File: src/rtl/ctx_switch_ctrl.sv
// ctx_switch_ctrl: defers timer/external irqs to a safe retire boundary, switches to the kernel vector, resumes on ERET.
// Optional external irq source enabled by defining IRQ_EXT_EN.
module ctx_switch_ctrl #(
   parameter int                  PC_WIDTH    = 32,
   parameter logic [PC_WIDTH-1:0] VECTOR_ADDR = '0
) (
   input  logic                clk,
   input  logic                reset,
   input  logic                irq_timer,
   input  logic                irq_ext,
   input  logic                isUser,
   input  logic                instr_valid,
   input  logic [5:0]          opcode,
   input  logic [PC_WIDTH-1:0] pc_next,
   input  logic                eret,
   output logic                take_int,
   output logic                resume,
   output logic [PC_WIDTH-1:0] redirect_pc,
   output logic [PC_WIDTH-1:0] epc,
   output logic [1:0]          cause,
   output logic                wd_clear,
   output logic                in_kernel
);
   typedef enum logic [2:0] {IDLE, WAIT, SWITCH, IN_KERNEL, RESUME} state_t;
   state_t              state_q, state_d;
   logic                pend_t_q, pend_t_d, pend_e_q, pend_e_d;
   logic [PC_WIDTH-1:0] epc_q, epc_d;
   logic [1:0]          cause_q, cause_d;
   logic                jump, boundary;
`ifndef IRQ_EXT_EN
   logic unused_irq_ext;
   assign unused_irq_ext = irq_ext;
`endif
   always_comb begin
      jump     = opcode inside {6'b010010, 6'b010101, 6'b111100, 6'b111101, 6'b111110};
      boundary = instr_valid & !jump & !eret;
      state_d  = state_q;
      epc_d    = epc_q;
      cause_d  = cause_q;
      pend_t_d = pend_t_q | irq_timer;
`ifdef IRQ_EXT_EN
      pend_e_d = pend_e_q | irq_ext;
`else
      pend_e_d = 1'b0;
`endif
      case (state_q)
         IDLE:      if (isUser & (pend_t_q | pend_e_q)) state_d = WAIT;
         WAIT:
            if (!isUser) state_d = IDLE;
            else if (boundary) begin
               epc_d   = pc_next;
               cause_d = {pend_e_q, pend_t_q};
               state_d = SWITCH;
            end
         SWITCH: begin
            // clear beats a same-cycle request; a held level re-latches next cycle
            pend_t_d = 1'b0;
            pend_e_d = 1'b0;
            state_d  = IN_KERNEL;
         end
         IN_KERNEL: if (instr_valid & eret) state_d = RESUME;
         RESUME:    state_d = IDLE;
         default:   state_d = IDLE;
      endcase
   end
   always_ff @(posedge clk) begin
      if (reset) begin
         state_q  <= IDLE;
         pend_t_q <= 1'b0;
         pend_e_q <= 1'b0;
         epc_q    <= '0;
         cause_q  <= '0;
      end else begin
         state_q  <= state_d;
         pend_t_q <= pend_t_d;
         pend_e_q <= pend_e_d;
         epc_q    <= epc_d;
         cause_q  <= cause_d;
      end
   end
   assign take_int    = state_q == SWITCH;
   assign wd_clear    = take_int;
   assign resume      = state_q == RESUME;
   assign in_kernel   = state_q == IN_KERNEL;
   assign redirect_pc = take_int ? VECTOR_ADDR : resume ? epc_q : '0;
   assign epc         = epc_q;
   assign cause       = cause_q;
endmodule

File: config.mk
export PLATFORM = sky130hd
export DESIGN_NAME = ctx_switch_ctrl
export DESIGN_NICKNAME = d
export VERILOG_FILES = /design/src/rtl/ctx_switch_ctrl.sv
export SDC_FILE = /design/constraint.sdc
export NUM_CORES = 1
export LEC_CHECK = 0
export ABC_AREA = 1
export CAP_MARGIN = 20
export CORE_MARGIN = 2
export CORE_UTILIZATION = 39
export DETAILED_ROUTE_END_ITERATION = 8
export PLACE_DENSITY_LB_ADDON = 0.12
export SLEW_MARGIN = 20
export SYNTH_ARGS = -nofsm -noshare
export SYNTH_HDL_FRONTEND = slang
export SYNTH_SLANG_ARGS = --single-unit
File: constraint.sdc
create_clock -name clk -period 2.2 [get_ports clk]
set_input_delay 0.55 -clock clk [delete_from_list [all_inputs] [get_ports clk]]
set_output_delay 0.55 -clock clk [all_outputs]
set_load 0.005 [all_outputs]
# ---- After elaboration in Yosys (flattened, before gate mapping)
# Cells that the tools add are included.
dict set report word_totals {
  word_cells 35
  input_bits 45
  ff_bits 37
  out_inout_bits 70
}
dict set report classes {
  eq_ne 12
  n_bitwise 5
  n_mux 7
  n_reduce_logical 7
}
# cell n
set ops {}
lappend ops {{two-way mux 32 bit} 2}
lappend ops {{== test 6 bit (second input constant)} 3}
lappend ops {{== test 6 x 5 -> 1 bit (second input constant)} 2}
lappend ops {{two-way mux 3 bit} 4}
lappend ops {{case mux 3 bit (4 select lines)} 1}
lappend ops {{== test 3 x 2 -> 1 bit (second input constant)} 2}
lappend ops {{AND reduction 3 bit} 2}
lappend ops {{nonzero test 5 bit} 1}
lappend ops {{bitwise AND 1 bit} 4}
lappend ops {{== test 3 x 1 -> 1 bit (second input constant)} 1}
lappend ops {{== test 3 bit (second input constant)} 1}
lappend ops {{zero test 3 bit} 1}
lappend ops {{!= test 3 bit (second input constant)} 1}
lappend ops {{zero test 1 bit} 2}
lappend ops {{!= test 2 x 1 -> 1 bit (second input constant)} 1}
lappend ops {{!= test 2 bit (second input constant)} 1}
lappend ops {{OR reduction 2 bit} 1}
lappend ops {{bitwise OR 1 bit} 1}

# ---- Depth between registers and ports, before layout
dict set report logic_depth {
  depth_word 8
  ltp_mapped 11
  depth_no_buf 10
}

# ---- Worst setup path before layout
# OpenSTA, ideal clock, no wires.
dict set report synth_path {
  kind {reg2out}
  start {register state_q[2]}
  end {output port redirect_pc[0]}
  arrival_time_ps 1064
  required_time_ps 1650
  path_buffers 1
  stages_incl_launch_ff 6
  setup_slack_ps 586
  cell_sequence {dfxtp_1 inv_1 nor3_1 inv_1 buf_2 nor2_1}
}
dict set report synth_between {
  elab_chain_cells 3
  word_cells_on_any_way 4
  cone_classes {eq/ne: 2; mux: 2}
}
# element line_no
set synth_lines {}
lappend synth_lines {{start: declaration} 25} ;# state_t state_q, state_d;
lappend synth_lines {{start signal: assignment} 74} ;# state_q <= state_d;
lappend synth_lines {{== test 3 bit} 83} ;# assign resume = state_q == RESUME;
lappend synth_lines {{named net resume} 17} ;# output logic resume,
lappend synth_lines {{two-way mux 32 bit (2 in series)} 85} ;# assign redirect_pc = take_int ? VECTOR_ADDR : resume ? epc_q : '0;
lappend synth_lines {{end: declaration} 18} ;# output logic [PC_WIDTH-1:0] redirect_pc,
# The timed path passes the listed nets, and every way through them passes these cells.

# ---- Worst setup path after layout
dict set report layout_path {
  start {register state_q[1]}
  end {output port redirect_pc[21]}
}
dict set report layout_between {
  elab_chain_cells 3
  word_cells_on_any_way 4
  cone_classes {eq/ne: 2; mux: 2}
}
# element line_no
set layout_lines {}
lappend layout_lines {{== test 3 bit} 83}
lappend layout_lines {{two-way mux 32 bit} 85}
lappend layout_lines {{two-way mux 32 bit *} 85}
# Every way passes the cells marked *; elsewhere a longest branch is shown, timed or not.

==> reports/qor.csv <==
metric;value;unit
setup_ws;-0.00635;ns
grt_use_total;19.8;%
rsz0062_at_grt;yes;
die_h;71.9;um
comb_power_share;26.4;%
first_pass_iters;6;
power_frac_clock;27.5;%
cp_data_arrival_time;1.66;ns
numCtsBuffers;5;
regArea;743;um2
path_max_fanout;8;
syn_to_final_growth;70.9;%
ys_top_cells_by_area;dfxtp_1 (41%), nor2_1 (21%), nand2_1 (17%);
clk_latency;0.29;ns
io_pins;115;
clock_sinks;37;
synth_cell_type_count;19;
seq_area_frac_synth;41.2;%
fillCellCount;410;
postRouteAntennaNets;0;
clk_pin_slew;0.07;ns
synth_xor_area_share;0;%
routedWlPerCell;10.8;um
avgSynthCellArea;6.03;um2
setup_tns;-0.0114;ns
max_stage_delay;0.50;ns
p_total;1.66;mW
cts_hold_buf;0;
status;complete, but fails checks;
layout-drive-gt1-share;6.07;%
synth_area_leader_cell;dfxtp_1;
path_cells;nor3_4 -> inv_2 -> buf_6 -> nor2_1 -> clkdlybuf4s50_1;
synth_top_family_by_area;simple AND/OR/NAND/NOR gates;
num_antenna_cells;0;
syn-num-nets;343;
final_common_cell;nor2_1;
dp_hpwl;3.59;mm
whs;0.514;ns
die-area;5170;um2
power_density;541;nW/um2
drc_errors;0;
start_util;41.0;%
vias;2030;
synth-seq-cells;37;
design_area;3070;um2
switching_power;0.480;mW
hold_violations;0;
die_w;71.9;um
grt_max_degree;47;
maxSlewViolCount;0;
required;1.65;ns
power_frac_seq;46.1;%
antenna_found_initial;0;
critical_path_class;reg2out;
via_per_inst;4.38;
violations;negative setup slack;
leakage;1.69;nW
peakVddDrop;0.000351;V
end_kind;output port;
yosysWarnings;0;
grt_overflow;0;
routed_wl;5.01;mm
multi_input_area;800;um2
place_area;2950;um2
synth_top_cell_area_share;41.2;%
place_congestion;0.823;
drt-initial-drc-count;83;
critPathSlowestCell;clkdlybuf4s50_1;
p_int;1.18;mW
synth_compound_area_share;1.11;%
dp_cells;454;
startpoint_type;flip-flop;
rows;24;
nets;456;
core-area;4380;um2
htreeDepth;2;
fmaxAchievable;453;MHz
synthAdderAreaFrac;0;%
finalCritPeriodShare;100;%
grt_pass1_wl;8.06;mm
skew;0.00437;ns
period_minus_slack;2.21;ns
hold_path_class;reg2reg;
cts_tree;built;
numPortBuffers;112;
setup-violations-final;3;
maxCapViolations;0;
cts-root-buf;clkbuf_8;
clk_path_buf_depth;2;
muxShareOfSynthArea;0;%
netlist_instances;298;
stdcell_count;464;
final_cell_mix;nor2_1 (102), clkdlybuf4s50_1 (83), nand2_1 (82);
grt_pass1_vias;1953;
switching_share;28.9;%
synth.cell_area;1800;um2
yosys.area_share.simple;42.5;%
## cell usage after synthesis (all sizes together)
library cell	number
nand2	82
buf	12
nand3	5
o21ai	2
a21oi	2
clkinv	1
or2	2
nor2	102
inv	45
conb	1
nor3	3
nand4	1
clkbuf	3
dfxtp	37
## final timing paths
check / start / depth (start not counted) / slack, ns / endpoint
setup / recovery: state_q[1]$_SDFFE_PP0P_ / 5 / -0.006 / redirect_pc[21]
hold reg to reg: cause[0]$_SDFFE_PP0P_ / 4 / 0.51 / cause[0]$_SDFFE_PP0P_
setup reg to reg: state_q[2]$_SDFFE_PP0P_ / 7 / 0.84 / epc[12]$_SDFFE_PP0P_
hold / removal: cause[0]$_SDFFE_PP0P_ / 4 / 0.51 / cause[0]$_SDFFE_PP0P_
## what timing repair did
action / in CTS / in global routing
cloned: 1 / 0
resized for setup: 31 / 9
setup endpoints to repair: 32 / 11
setup buffers: 0 / 1
## metrics by stage
step                utilization, %  worst slack (ns)
floorplan                        -             0.586
global placement              67.4             0.143
detailed placement            67.4             0.104
CTS                           69.4           -0.0536
global route                  70.1           -0.0765
finish                        70.1          -0.00635
## critical path, delay by kind of cell, from the launching register on
| kind | cells | cell delay (ns) |
|---|---|---|
| buffers and inverters | 3 | 0.73 |
| flip-flops | 1 | 0.35 |
| AND/OR/NAND/NOR | 2 | 0.28 |
## kinds of logic after synthesis
logic type      after synthesis
simple gates                195
buf+inv                      61
flops                        37
other cells                   1
compound gates                4
## registers in the layout, indices dropped and copies added, names as in the netlist
| name | flops |
|---|---|
| state_q | 3 |
| epc | 32 |
| cause | 1 |
| pend_t_q | 1 |
## cell type report
cell class / count / area share [%]
Inverter: 46 / 5.62
Clock buffer: 6 / 2.36
Multi-Input combinational cell: 200 / 26.0
Tap cell: 52 / 2.12
Timing Repair Buffer: 121 / 39.4
Sequential cell: 37 / 24.2
Clock inverter: 2 / 0.326
## metal layers
metal  global-route usage, %  vias to the layer above  share of wire [%]
met4                    6.92                        0                2.0
met2                    34.7                       76                 47
met3                    8.61                       10                9.9
li1                        -                     1073                  -
met1                    21.2                      871                 41
met5                       0                        -                  0
## power by group through the flow
stage | Combinational [mW] | Clock (mW) | Sequential, mW
after floorplan | 0.226 | 0 | 0.772
after global placement | 0.430 | 0 | 0.770
after detailed placement | 0.435 | 0 | 0.772
after CTS | 0.441 | 0.471 | 0.767
after global routing | 0.500 | 0.498 | 0.775
final | 0.439 | 0.457 | 0.767
(Power assumes the default switching activity.)
==> patch 1, RTL diff (same settings) <==
Make the reset (`reset`) asynchronous in one clocked block.
--- a/src/rtl/ctx_switch_ctrl.sv
+++ b/src/rtl/ctx_switch_ctrl.sv
@@ -63,7 +63,7 @@
          default:   state_d = IDLE;
       endcase
    end
-   always_ff @(posedge clk) begin
+   always_ff @(posedge clk or posedge reset) begin
       if (reset) begin
          state_q  <= IDLE;
          pend_t_q <= 1'b0;
Behaviour: differs if reset is asserted again (counterexample within 4 cycles, from zero or initial values and one cycle with reset high); with reset held inactive, the same outputs for 10 cycles.
==> patch 1 against the original RTL <==
  * Wire length down 5.4%
  * Via count down 10%
  * Count of clock-buffer cells in the layout up 1
  * Die area up 6.4%
  * Setup slack better by 0.089 ns
  * Largest cell class unchanged
  * Hold slack worse by 0.0063 ns
  * Cell count down 4.5%
  * Synthesized area up 6.8%
  * Final area up 5.7%
  * Sequential cell count unchanged
  * Critical path depth up 1
Power is not compared: it rests on default switching activity, and its combinational part moved more than twofold at a synthesized area within 25%.
==> patch 1: results (changes against the original RTL) <==
- The start point of the worst min-delay path is epc[23]$_DFFE_PP0P_.
- The placed wire-length estimate is 3510 um (-2.2%).
- The run finished with clean final reports.
- The worst slack after detailed placement is 0.0879 ns (-0.0160 ns).
- The total cell area at the placement stage is 0.00310 mm^2 (+4.8%).
- The number of vias per cell is 4.13 (-5.7%).
- The worst reg-to-reg path cell count came to 8 (+1).
- The most used flip-flop cell after synthesis is sky130_fd_sc_hd__dfrtp_1.
- The clock buffer count is 7 (+1).
- The internal reg-to-reg setup slack is 0.73 ns (-0.11 ns).
- The total of cells resized after clock tree synthesis came to 27 (-13%).
- The wire length on met1 was 1910 um (-7.4%).
- The total setup violations reported at the end of the flow was 0 (-3).
- The proportion of register bits with asynchronous set or reset after synthesis is 100% (+100 points).
- The sum of routed wire length over all layers came to 4740 um (-5.4%).
- The number of global-route vias before repair came to 1711 (-12%).
- The final setup TNS is 0 ns (+0.0114 ns).
- The maximum clock rate is 472 MHz (+4.2%).
- The commonest cells after synthesis are sky130_fd_sc_hd__inv_1, sky130_fd_sc_hd__nand2_1, sky130_fd_sc_hd__nor2_1.
- The fraction of area in clock buffers and inverters is 2.66% (-0.030 points).
- The post-CTS repair timing setup buffer count is 2 (+2).
- The net count after synthesis is 302 (-12%).
- The number of nets in the layout is 421 (-7.7%).
- The met2 demand-to-capacity share in global routing is 32.6% (-2.0 points).
- The largest driver fanout on the critical path is 16 (+8).
- The largest net degree at the start of global routing was 67 (+43%).
- The placer congestion estimate was 0.735 (-11%).
- The first-iteration detailed-routing DRC count came to 125 (+51%).
- The delay of the slowest cell on the worst path is 0.39 ns (-0.11 ns).
- The overall track demand over capacity in global routing came to 18.1% (-1.7 points).
- The data arrival time at the worst-slack endpoint is 1.57 ns (-0.09 ns).
- The fraction of area in registers is 28.5% (+4.3 points).
- The routed wire length on met2 is 2380 um (+1.2%).
## patch 1: cell count changes after synthesis, sizes merged
cell	before	now
buf	12	11
o21ai	2	34
nor3	3	1
inv	45	78
dfrtp	0	37
nor2	102	38
clkbuf	3	1
clkinv	1	0
or2	2	1
nand2	82	45
a21oi	2	4
dfxtp	37	0
## patch 1: cell families after synthesis
| group | after synthesis | share of synthesized area, % |
|---|---|---|
| buffers and inverters | 90 | 20.2 |
| flip-flops | 37 | 48.2 |
| other | 1 | 0.195 |
| AND/OR/NAND/NOR | 91 | 19.0 |
| AO/OA/AOI/OAI | 38 | 12.4 |
## patch 1: power breakdown
part           switching (uW)  internal (uW)
Clock                     227            249
Sequential                225            981
Combinational             583            871
## patch 1: worst min-delay path, stage by stage (launching register included)
cell and delay, ns:
sky130_fd_sc_hd__dfrtp_1 0.36, sky130_fd_sc_hd__nand2_1 0.07, sky130_fd_sc_hd__o21ai_2 0.05
==> patch 2, RTL diff (same settings) <==
Without the edit above. The option `IRQ_EXT_EN` is turned on by a define.
--- a/src/rtl/ctx_switch_ctrl.sv
+++ b/src/rtl/ctx_switch_ctrl.sv
@@ -1,5 +1,7 @@
 // ctx_switch_ctrl: defers timer/external irqs to a safe retire boundary, switches to the kernel vector, resumes on ERET.
 // Optional external irq source enabled by defining IRQ_EXT_EN.
+`define IRQ_EXT_EN
+
 module ctx_switch_ctrl #(
    parameter int                  PC_WIDTH    = 32,
    parameter logic [PC_WIDTH-1:0] VECTOR_ADDR = '0
Behaviour: not the same (Yosys sat finds a counterexample within 4 cycles, from zero or initial values and one cycle with reset high).
==> patch 2 against the original RTL <==
  * Sequential share of layout area grew 0.63 points
  * Setup slack gained 0.11 ns
  * Wire length shrank 2.0%
  * Final area grew 2.7%
  * Sequential cell count grew 2
  * Total power grew 2.6%
  * Count of clock-buffer cells in the layout is the same
  * Sequential power grew 5.5%
  * Synthesized area grew 2.6%
==> patch 2: results (changes against the original RTL) <==
- The global routing usage on met1 is 21.2% (about the same).
- The worst hold margin is 0.468 ns (-0.0460 ns).
- The clock buffer count from CTS is 5 (unchanged).
- The final setup skew was 0.00302 ns (-0.00135 ns).
- The largest driver fanout on the critical path was 3 (-5).
- The first-iteration detailed-routing DRC count was 95 (+14%).
- The worst register-to-register path begins at state_q[1]$_SDFFE_PP0P_.
- The number of stages on the worst hold path was 2 (-2).
- The number of nets in the layout came to 465 (+2.0%).
- The number of global-route vias before repair is 1861 (-4.7%).
- The critical path starts at state_q[2]$_SDFFE_PP0P_.
- The start point of the worst min-delay path is cause[1]$_SDFFE_PP0P_.
- The sum of routed wire length over all layers was 4900 um (-2.0%).
- The number of H-tree branching levels is 2 (unchanged).
- The number of warnings printed during yosys synthesis is 0 (unchanged).
- The largest individual stage delay along the critical path comes from the cell sky130_fd_sc_hd__clkdlybuf4s50_1.
- The initial antenna violation count came to 0 (unchanged).
- By area the synthesized netlist is led by sky130_fd_sc_hd__dfxtp_1, sky130_fd_sc_hd__nor2_1, sky130_fd_sc_hd__nand2_1.
- The placer congestion estimate came to 0.830 (+0.84%).
- The min-delay analysis places its worst path in the category reg -> reg.
- The terminating pin of the worst hold path is cause[1]$_SDFFE_PP0P_.
- The data arrival time at the worst-slack endpoint is 1.54 ns (-0.12 ns).
- The largest net degree at the start of global routing is 41 (-13%).
- The sequential fraction of the synthesis area is 42.3% (+1.1 points).
- The ratio of cells with drive above 1 in the final layout came to 5.97% (-0.10 points).
- At the pin with the least slew margin, the transition time is 0.364 ns.
- The number of fillers in the final layout was 423 (+3.2%).
- The flow ran to the end, and the final reports show no timing, DRC or antenna violations.
- The met2 demand-to-capacity share in global routing is 33.4% (-1.2 points).
- The placed wire-length estimate is 3620 um (+0.78%).
- The first-pass GRT wire length is 7860 um (-2.5%).
- The leakage power is 0.00169 uW (about the same).
- The number of vias per cell is 4.38 (+0.13%).
- The worst register-to-register path ends at epc[18]$_SDFFE_PP0P_.
- The net count after synthesis is 349 (+1.7%).
- The tree is rooted in a sky130_fd_sc_hd__clkbuf_8.
- The worst setup path endpoint is wd_clear.
- The number of unique standard cell types used by synthesis is 17 (-2).
- The port buffer count is 114 (+1.8%).
- The internal reg-to-reg setup slack is 0.77 ns (-0.07 ns).
- The overall track demand over capacity in global routing is 18.7% (-1.1 points).
- The maximum VDD drop came to 0.393 mV (+12%).
- The commonest cells after synthesis are sky130_fd_sc_hd__nor2_1, sky130_fd_sc_hd__nand2_1, sky130_fd_sc_hd__inv_1.
- The global routing met3 resource utilization is 5.80% (-2.8 points).
- The first-pass iteration count of the detailed router is 4 (-2).
## patch 2: routing by layer
metal / vias to the layer above / share of wire, %
met3: 6 / 9.0
met1: 888 / 42
met5: - / 0
met2: 74 / 48
li1: 1104 / -
met4: 0 / 1.1
## patch 2: stage by stage
step	instance area (um^2)	cells	total power, uW	setup WS [ns]
2_1_floorplan	1840	304	1050	0.533
3_5_place_dp	3070	466	1280	0.117
4_1_cts	3130	472	1720	0.00214
3_3_place_gp	3070	466	1280	0.171
5_1_grt	3160	473	1820	-0.00113
6_report	3160	473	1710	0.105
## patch 2: timing repair
| item | 4_1_cts | 5_1_grt |
|---|---|---|
| gates resized for setup | 31 | 15 |
| endpoints found under the setup margin | 32 | 8 |
| buffers inserted | 0 | 1 |
| hold buffers | 0 | 0 |
| endpoints found under the hold margin | 0 | 0 |
## patch 2: worst register-to-register path, delay by kind of cell (launching register included)
kind	cells	cell delay [ns]
buffers and inverters	2	0.37
DFF	1	0.32
and+or+nand+nor	5	0.67
## patch 2: cell type report
cell class	count	share of cell area [%]
multi-input combinational	205	26.2
timing repair buffer	123	39.0
inverter	46	5.47
sequential	39	24.8
tap	54	2.14
clock buffer	6	2.30
## patch 2: kinds of logic after synthesis
group | Yosys count | synth area share, %
AOI/OAI and AO/OA | 6 | 1.63
DFF | 39 | 42.3
and+or+nand+nor | 199 | 42.5
buffers and inverters | 60 | 13.6
## patch 2: power by group
part	internal, uW	total (uW)	switching, uW
clock	211	427	216
combinational	250	470	221
sequential	767	809	42.1
total	1230	1710	479
